<file path="src/rtl/sram_bist_initiator.sv">
// sram_bist_initiator
// RTAP-side master for the SRAM BIST nibble bus. Accepts one read or write
// request at a time and serialises it as ID / BSEL / ADDRESS shifts followed
// by either READ + 96 data-shift beats (read) or 80 data-shift beats (write),
// then two guard NOP cycles. Read nibbles are reassembled MSB-nibble first.
// Optional feature macro: BIST_INITIATOR_ABORT_EN (adds abort / rsp_aborted).
module sram_bist_initiator #(
    parameter int RSP_LATENCY = 0,
    localparam int JTAG_DATA_REQ_WIDTH    = 320,
    localparam int JTAG_DATA_RES_WIDTH    = 384,
    localparam int SRAM_WRAPPER_BUS_WIDTH = 4,
    localparam int BIST_OP_WIDTH          = 3
) (
    input  logic                              clk,
    input  logic                              rst,
    input  logic                              req_valid,
    output logic                              req_ready,
    input  logic                              req_write,
    input  logic [7:0]                        req_sram_id,
    input  logic [7:0]                        req_chunk_id,
    input  logic [15:0]                       req_addr,
    input  logic [JTAG_DATA_REQ_WIDTH-1:0]    req_wdata,
    output logic                              rsp_valid,
    output logic                              rsp_write,
    output logic [JTAG_DATA_RES_WIDTH-1:0]    rsp_rdata,
    output logic                              busy,
    output logic [BIST_OP_WIDTH-1:0]          rtap_srams_bist_command,
    output logic [SRAM_WRAPPER_BUS_WIDTH-1:0] rtap_srams_bist_data,
    input  logic [SRAM_WRAPPER_BUS_WIDTH-1:0] srams_rtap_data
`ifdef BIST_INITIATOR_ABORT_EN
    ,
    input  logic                              abort,
    output logic                              rsp_aborted
`endif
);

    // Bus command encoding shared with the sp_ram BIST slaves.
    localparam logic [BIST_OP_WIDTH-1:0] OP_NOP        = 3'd0;
    localparam logic [BIST_OP_WIDTH-1:0] OP_SHIFT_ID   = 3'd1;
    localparam logic [BIST_OP_WIDTH-1:0] OP_SHIFT_BSEL = 3'd2;
    localparam logic [BIST_OP_WIDTH-1:0] OP_SHIFT_ADDR = 3'd3;
    localparam logic [BIST_OP_WIDTH-1:0] OP_READ       = 3'd4;
    localparam logic [BIST_OP_WIDTH-1:0] OP_SHIFT_DATA = 3'd5;

    // Beat counts of each phase, expressed as the last counter value.
    localparam logic [6:0] ID_LAST    = 7'd1;
    localparam logic [6:0] BSEL_LAST  = 7'd1;
    localparam logic [6:0] ADDR_LAST  = 7'd3;
    localparam logic [6:0] RDATA_LAST = 7'd95;
    localparam logic [6:0] WDATA_LAST = 7'd79;
    localparam logic [6:0] GUARD_LAST = 7'd1;

    // Last RDATA beat before the first returned nibble is valid (unused when
    // there is no return latency) and last DRAIN beat.
    localparam logic [6:0] LAT_LAST   = 7'(RSP_LATENCY) - 7'd1;
    localparam logic [2:0] DRAIN_LAST = 3'(RSP_LATENCY) - 3'd1;

    typedef enum logic [3:0] {
        S_IDLE,
        S_ID,
        S_BSEL,
        S_ADDR,
        S_OP,
        S_GAP,
        S_RDATA,
        S_WDATA,
        S_DRAIN,
        S_GUARD
    } state_t;

    state_t                           state;
    logic [6:0]                       beat_cnt;
    logic [2:0]                       drain_cnt;
    logic                             wr_q;
    logic                             cap_on;
    logic [6:0]                       cap_idx;
    logic                             cap_en;
    logic                             accept;
    logic                             wsr_shift;
    logic [31:0]                      hdr;
    logic [JTAG_DATA_REQ_WIDTH-1:0]   wsr;
    logic [JTAG_DATA_RES_WIDTH-1:0]   rd_buf;
    logic [JTAG_DATA_RES_WIDTH-1:0]   rd_next;
`ifdef BIST_INITIATOR_ABORT_EN
    logic                             abort_hit;
`endif

    assign req_ready = (state == S_IDLE);
    assign busy      = ~req_ready;
    assign accept    = req_valid && (state == S_IDLE);

    // The write shift register advances once per emitted data nibble,
    // starting on the edge that launches the first WDATA beat.
    assign wsr_shift = ((state == S_ADDR) && (beat_cnt == ADDR_LAST)) ||
                       (state == S_WDATA);

    // Returned nibbles are captured once the return-path latency has elapsed,
    // which spills over into the DRAIN cycles.
    assign cap_en = cap_on && ((state == S_RDATA) || (state == S_DRAIN));

`ifdef BIST_INITIATOR_ABORT_EN
    // Abort is honoured only before the final WDATA beat and never during
    // the read data phase, so a committed write or a started shift-out is
    // always completed.
    assign abort_hit = abort &&
                       ((state == S_ID) || (state == S_BSEL) ||
                        (state == S_ADDR) || (state == S_OP) ||
                        (state == S_GAP) ||
                        ((state == S_WDATA) && (beat_cnt != WDATA_LAST)));
`endif

    // Insert the sampled nibble k at bit 383-4k so nibble 0 lands in the MSBs.
    always_comb begin
        rd_next = rd_buf;
        if (cap_en) begin
            rd_next[10'd383 - {1'b0, cap_idx, 2'b00} -: 4] = srams_rtap_data;
        end
    end

    // Request payload latches and shift registers (no reset needed).
    always_ff @(posedge clk) begin
        if (accept) begin
            hdr <= {req_sram_id[3:0], req_chunk_id, req_addr, 4'h0};
            wsr <= req_wdata;
        end else begin
            hdr <= {hdr[27:0], 4'h0};
            if (wsr_shift) begin
                wsr <= {wsr[JTAG_DATA_REQ_WIDTH-5:0], 4'h0};
            end
        end
        rd_buf <= rd_next;
    end

    // Sequencer: state, counters and all registered bus/response outputs.
    always_ff @(posedge clk or posedge rst) begin
        if (rst) begin
            state                   <= S_IDLE;
            beat_cnt                <= '0;
            drain_cnt               <= '0;
            wr_q                    <= 1'b0;
            cap_on                  <= 1'b0;
            cap_idx                 <= '0;
            rtap_srams_bist_command <= OP_NOP;
            rtap_srams_bist_data    <= '0;
            rsp_valid               <= 1'b0;
            rsp_write               <= 1'b0;
            rsp_rdata               <= '0;
`ifdef BIST_INITIATOR_ABORT_EN
            rsp_aborted             <= 1'b0;
`endif
        end else begin
            rsp_valid <= 1'b0;
            if (cap_en) begin
                cap_idx <= cap_idx + 7'd1;
            end
`ifdef BIST_INITIATOR_ABORT_EN
            if (abort_hit) begin
                state                   <= S_GUARD;
                beat_cnt                <= '0;
                drain_cnt               <= '0;
                rtap_srams_bist_command <= OP_NOP;
                rtap_srams_bist_data    <= '0;
                rsp_valid               <= 1'b1;
                rsp_write               <= wr_q;
                rsp_aborted             <= 1'b1;
            end else begin
`endif
            case (state)
                S_IDLE: begin
                    rtap_srams_bist_command <= OP_NOP;
                    rtap_srams_bist_data    <= '0;
                    cap_on                  <= 1'b0;
                    if (req_valid) begin
                        state                   <= S_ID;
                        beat_cnt                <= '0;
                        drain_cnt               <= '0;
                        wr_q                    <= req_write;
                        rtap_srams_bist_command <= OP_SHIFT_ID;
                        rtap_srams_bist_data    <= req_sram_id[7:4];
                    end
                end
                S_ID: begin
                    rtap_srams_bist_data <= hdr[31:28];
                    if (beat_cnt == ID_LAST) begin
                        state                   <= S_BSEL;
                        beat_cnt                <= '0;
                        rtap_srams_bist_command <= OP_SHIFT_BSEL;
                    end else begin
                        beat_cnt <= beat_cnt + 7'd1;
                    end
                end
                S_BSEL: begin
                    rtap_srams_bist_data <= hdr[31:28];
                    if (beat_cnt == BSEL_LAST) begin
                        state                   <= S_ADDR;
                        beat_cnt                <= '0;
                        rtap_srams_bist_command <= OP_SHIFT_ADDR;
                    end else begin
                        beat_cnt <= beat_cnt + 7'd1;
                    end
                end
                S_ADDR: begin
                    if (beat_cnt == ADDR_LAST) begin
                        beat_cnt <= '0;
                        if (wr_q) begin
                            state                   <= S_WDATA;
                            rtap_srams_bist_command <= OP_SHIFT_DATA;
                            rtap_srams_bist_data    <= wsr[JTAG_DATA_REQ_WIDTH-1 -: 4];
                        end else begin
                            state                   <= S_OP;
                            rtap_srams_bist_command <= OP_READ;
                            rtap_srams_bist_data    <= '0;
                        end
                    end else begin
                        beat_cnt             <= beat_cnt + 7'd1;
                        rtap_srams_bist_data <= hdr[31:28];
                    end
                end
                S_OP: begin
                    state                   <= S_GAP;
                    beat_cnt                <= '0;
                    rtap_srams_bist_command <= OP_NOP;
                    rtap_srams_bist_data    <= '0;
                end
                S_GAP: begin
                    state                   <= S_RDATA;
                    beat_cnt                <= '0;
                    cap_on                  <= (RSP_LATENCY == 0);
                    cap_idx                 <= '0;
                    rtap_srams_bist_command <= OP_SHIFT_DATA;
                    rtap_srams_bist_data    <= '0;
                end
                S_RDATA: begin
                    rtap_srams_bist_data <= '0;
                    if (beat_cnt == LAT_LAST) begin
                        cap_on <= 1'b1;
                    end
                    if (beat_cnt == RDATA_LAST) begin
                        beat_cnt                <= '0;
                        rtap_srams_bist_command <= OP_NOP;
                        if (RSP_LATENCY == 0) begin
                            state     <= S_GUARD;
                            rsp_valid <= 1'b1;
                            rsp_write <= wr_q;
                            rsp_rdata <= rd_next;
`ifdef BIST_INITIATOR_ABORT_EN
                            rsp_aborted <= 1'b0;
`endif
                        end else begin
                            state     <= S_DRAIN;
                            drain_cnt <= '0;
                        end
                    end else begin
                        beat_cnt <= beat_cnt + 7'd1;
                    end
                end
                S_DRAIN: begin
                    rtap_srams_bist_command <= OP_NOP;
                    rtap_srams_bist_data    <= '0;
                    if (drain_cnt == DRAIN_LAST) begin
                        state     <= S_GUARD;
                        drain_cnt <= '0;
                        beat_cnt  <= '0;
                        rsp_valid <= 1'b1;
                        rsp_write <= wr_q;
                        rsp_rdata <= rd_next;
`ifdef BIST_INITIATOR_ABORT_EN
                        rsp_aborted <= 1'b0;
`endif
                    end else begin
                        drain_cnt <= drain_cnt + 3'd1;
                    end
                end
                S_WDATA: begin
                    if (beat_cnt == WDATA_LAST) begin
                        state                   <= S_GUARD;
                        beat_cnt                <= '0;
                        rtap_srams_bist_command <= OP_NOP;
                        rtap_srams_bist_data    <= '0;
                        rsp_valid               <= 1'b1;
                        rsp_write               <= wr_q;
`ifdef BIST_INITIATOR_ABORT_EN
                        rsp_aborted             <= 1'b0;
`endif
                    end else begin
                        beat_cnt             <= beat_cnt + 7'd1;
                        rtap_srams_bist_data <= wsr[JTAG_DATA_REQ_WIDTH-1 -: 4];
                    end
                end
                S_GUARD: begin
                    rtap_srams_bist_command <= OP_NOP;
                    rtap_srams_bist_data    <= '0;
                    if (beat_cnt == GUARD_LAST) begin
                        state    <= S_IDLE;
                        beat_cnt <= '0;
                    end else begin
                        beat_cnt <= beat_cnt + 7'd1;
                    end
                end
                default: begin
                    state                   <= S_IDLE;
                    beat_cnt                <= '0;
                    drain_cnt               <= '0;
                    rtap_srams_bist_command <= OP_NOP;
                    rtap_srams_bist_data    <= '0;
                end
            endcase
`ifdef BIST_INITIATOR_ABORT_EN
            end
`endif
        end
    end

endmodule

</file>
<file path="config.mk">
export PLATFORM = sky130hd
export DESIGN_NAME = sram_bist_initiator
export DESIGN_NICKNAME = d
export VERILOG_FILES = /design/src/rtl/sram_bist_initiator.sv
export SDC_FILE = /design/constraint.sdc
export NUM_CORES = 2
export LEC_CHECK = 0
export CAP_MARGIN = 20
export CORE_ASPECT_RATIO = 1.75
export CORE_MARGIN = 8
export CORE_UTILIZATION = 50
export CTS_BUF_LIST = sky130_fd_sc_hd__clkbuf_4 sky130_fd_sc_hd__clkbuf_8
export CTS_CLUSTER_SIZE = 20
export DETAILED_ROUTE_END_ITERATION = 7
export GPL_ROUTABILITY_DRIVEN = 0
export HOLD_SLACK_MARGIN = 0.15
export PLACE_DENSITY = 0.86
export SLEW_MARGIN = 20
export SYNTH_ARGS = -nofsm -noshare
export SYNTH_HDL_FRONTEND = slang
export SYNTH_SLANG_ARGS = --single-unit
</file>
<file path="constraint.sdc">
create_clock -name clk -period 31.3 [get_ports clk]
set_clock_uncertainty 0.2 [all_clocks]
set_input_delay 6.26 -clock clk [delete_from_list [all_inputs] [get_ports clk]]
set_output_delay 6.26 -clock clk [all_outputs]
set_load 0.05 [all_outputs]
</file>
==> flow_metrics.tcl <==
set metrics [dict create \
    cp-end-kind "primary output" \
    leakagePower_nw 21.3 \
    clk_path_buf_depth 3 \
    ant_nets 0 \
    antenna_found_initial 9 \
    route.detailed.wl_per_inst_um 22.0 \
    first_pass_iters 7 \
    path_cells "nor2_1 > nand2_1 > inv_1 > clkdlybuf4s50_1" \
    maxCapViolCount 0 \
    cts_htree_levels 4 \
    cts_tree "done" \
    wl_um 148000 \
    drv_slew 0 \
    cts_hold_buffers 0 \
    viasPerCell 5.66 \
    coreArea_um2 88100 \
    finalSetupTns_ns 0 \
    port_buffers 754 \
    peakVddDrop_v 0.0000484 \
    setup_violations 0 \
    worstSetupStartpointType "flop" \
    io_pins 755 \
    synth_commonest_cells "nand2_1 (1842), nor2_1 (452), dfrtp_1 (416), dfxtp_1 (412), a31oi_1 (357)" \
    worst_path_max_delay_cell "clkdlybuf4s50_1" \
    synthTopCellsByArea "dfrtp_1 (23%), edfxtp_1 (22%), dfxtp_1 (19%)" \
    syn_to_final_growth_pct 26.3 \
    ys_types 62 \
    syn_avg_cell_area_um2 9.38 \
    final_nets 5787 \
    drc_errors 0 \
    period_needed_ns 9.73 \
    hold_class "flop to flop" \
    yosysMostFrequentCell "nand2_1" \
    hpwl_um 105000 \
    cts_resized 0 \
    yosys_register_bits 1148 \
    gr-total-overflow 0 \
    yosys.area.top_type "dfrtp_1" \
    dieWidth_um 241 \
    die_y_um 410 \
    power_density_nw_per_um2 50.1 \
    cts.sink_count 1148 \
    gr-usage-all-layers_pct 29.0 \
    drive_above_1_share_pct 7.76 \
    drtIter0Drc 3811 \
    critical_path_buf_inv_count 2 \
    finalHoldViolations 0 \
    fin_util_pct 63.7 \
    seq_area_frac_synth_pct 63.6 \
    syn_nets 5108 \
    clk_latency_ns 0.88 \
    fmax_mhz 103 \
    fin_crit_sh_pct 31.1 \
    yosys_most_used_dff "dfrtp_1" \
    synth_edf_count 320 \
    cts_setup_buffers 0 \
    grt_max_degree 230 \
    cts_root_buf "clkbuf_8" \
    synthArstFlopShare_pct 36.2 \
    status "finished, final reports clean" \
    arrival_ns 3.27 \
    syn_inst 4737 \
    rsz0062_at_grt "false" \
    grt_pass1_vias 37300 \
    cts-buffers-inserted 159 \
    grt_pass1_wl_um 219000 \
    num_rows 144 \
    fillerInstances 6594 \
    clkTransAtPathRegs_ns 0.07 \
    yosysWarningCount 0 \
    critPathMaxFanout 18 \
    criticalPathCategory "flop to primary output" \
    worst_pin_slew_ns 1.18 \
    crit_family "buffers and inverters" \
    synth_top_area_share_pct 23.4 \
    start_util_pct 50.4 \
    fp.dieArea_um2 99000 \
    cp_slowest_stage_delay_ns 0.96 \
    syn_area_um2 44400 \
    worstPathRequired_ns 24.84 \
    maxSlewHeadroom_pct 21.2 \
    vias 38000 \
]
## per-stage QoR
| stage | power, mW | hold slack, ns | cell area (um^2) | std cells | setup WS (ns) |
|---|---|---|---|---|---|
| 6_report | 2.81 | 0.225 | 56100 | 6716 | 21.57 |
| 5_1_grt | 2.89 | 0.245 | 56100 | 6715 | 21.40 |
| 4_1_cts | 2.82 | 0.225 | 56100 | 6710 | 21.53 |
| 3_5_place_dp | 1.63 | 0.205 | 52700 | 6422 | 21.04 |
| 3_3_place_gp | 1.63 | 0.202 | 52700 | 6422 | 21.07 |
| 2_1_floorplan | 1.57 | 0.199 | 44400 | 4737 | 13.26 |
## state kept, by name (all words and copies together), names as in the netlist
name,flops
rtap_srams_bist_data,4
wsr,320
rsp_rdata,384
cap_on,1
rtap_srams_bist_command,3
cap_idx,7
state,4
rd_buf,384
drain_cnt,3
rsp_valid,1
beat_cnt,7
hdr,28
rsp_write,1
wr_q,1
## worst paths after layout
check                      startpoint        endpoint  slack (ns)  cells after the start
hold / removal                hdr[24]         hdr[28]        0.23                      2
setup / recovery             state[2]       req_ready       21.57                      4
max in group asynchronous         rst     beat_cnt[3]       22.66                      4
setup reg to reg             state[2]  rsp_rdata[374]       25.42                      8
hold reg to reg               hdr[24]         hdr[28]        0.23                      2
min in group asynchronous         rst   rsp_rdata[15]        5.79                      2
## tightest hold or removal path: stages, from the launching register on
cell     delay, ns
dfxtp_1       0.31
nand2_1       0.04
nand2_1       0.05
## cell families after synthesis
family | after synthesis | share of synthesized area, %
AO/OA/AOI/OAI | 642 | 8.65
XOR/XNOR | 6 | 0.118
adder cells (fa/ha/maj) | 11 | 0.310
buffers and inverters | 299 | 2.80
flip-flops | 1148 | 63.6
multiplexers | 48 | 1.21
AND/OR/NAND/NOR | 2583 | 23.3
## report_power, final
| group | switching (mW) | total (mW) | leakage [nW] | internal (mW) |
|---|---|---|---|---|
| sequential | 0.000665 | 1.53 | 9.33 | 1.53 |
| clock | 0.575 | 1.22 | 1.77 | 0.640 |
| combinational | 0.0265 | 0.0681 | 10.2 | 0.0415 |
| total | 0.602 | 2.81 | 21.3 | 2.21 |
## placed cells by master, fill, tap and decap left out, drive strengths merged, types with 49 or more instances in the layout
| cell | count |
|---|---|
| clkdlybuf4s50 | 754 |
| o21ai | 232 |
| clkbuf | 244 |
| nor2 | 452 |
| nand2 | 1842 |
| nand3 | 99 |
| edfxtp | 320 |
| dfxtp | 412 |
| a31oi | 357 |
| buf | 49 |
| dfrtp | 416 |
## per-layer routing
| metal | vias to the layer above | global-route usage (%) | wire length (um) |
|---|---|---|---|
| li1 | 17300 | - | - |
| met1 | 18000 | 31.3 | 48500 |
| met2 | 2286 | 48.4 | 71200 |
| met3 | 478 | 8.23 | 16000 |
| met4 | 4 | 20.5 | 11800 |
| met5 | - | 0 | 27 |
## cell type report
| cell class | instances | area [um^2] | area share (%) |
|---|---|---|---|
| Timing Repair Buffer | 803 | 7980 | 14.2 |
| Antenna cell | 5 | 12.5 | 0.0223 |
| Tap cell | 1168 | 1460 | 2.60 |
| Clock inverter | 44 | 390 | 0.695 |
| Inverter | 14 | 60.1 | 0.107 |
| Multi-Input combinational cell | 3290 | 15000 | 26.7 |
| Clock buffer | 244 | 2950 | 5.26 |
| Sequential cell | 1148 | 28300 | 50.4 |
Note: power is estimated with default switching activity, not from simulation.
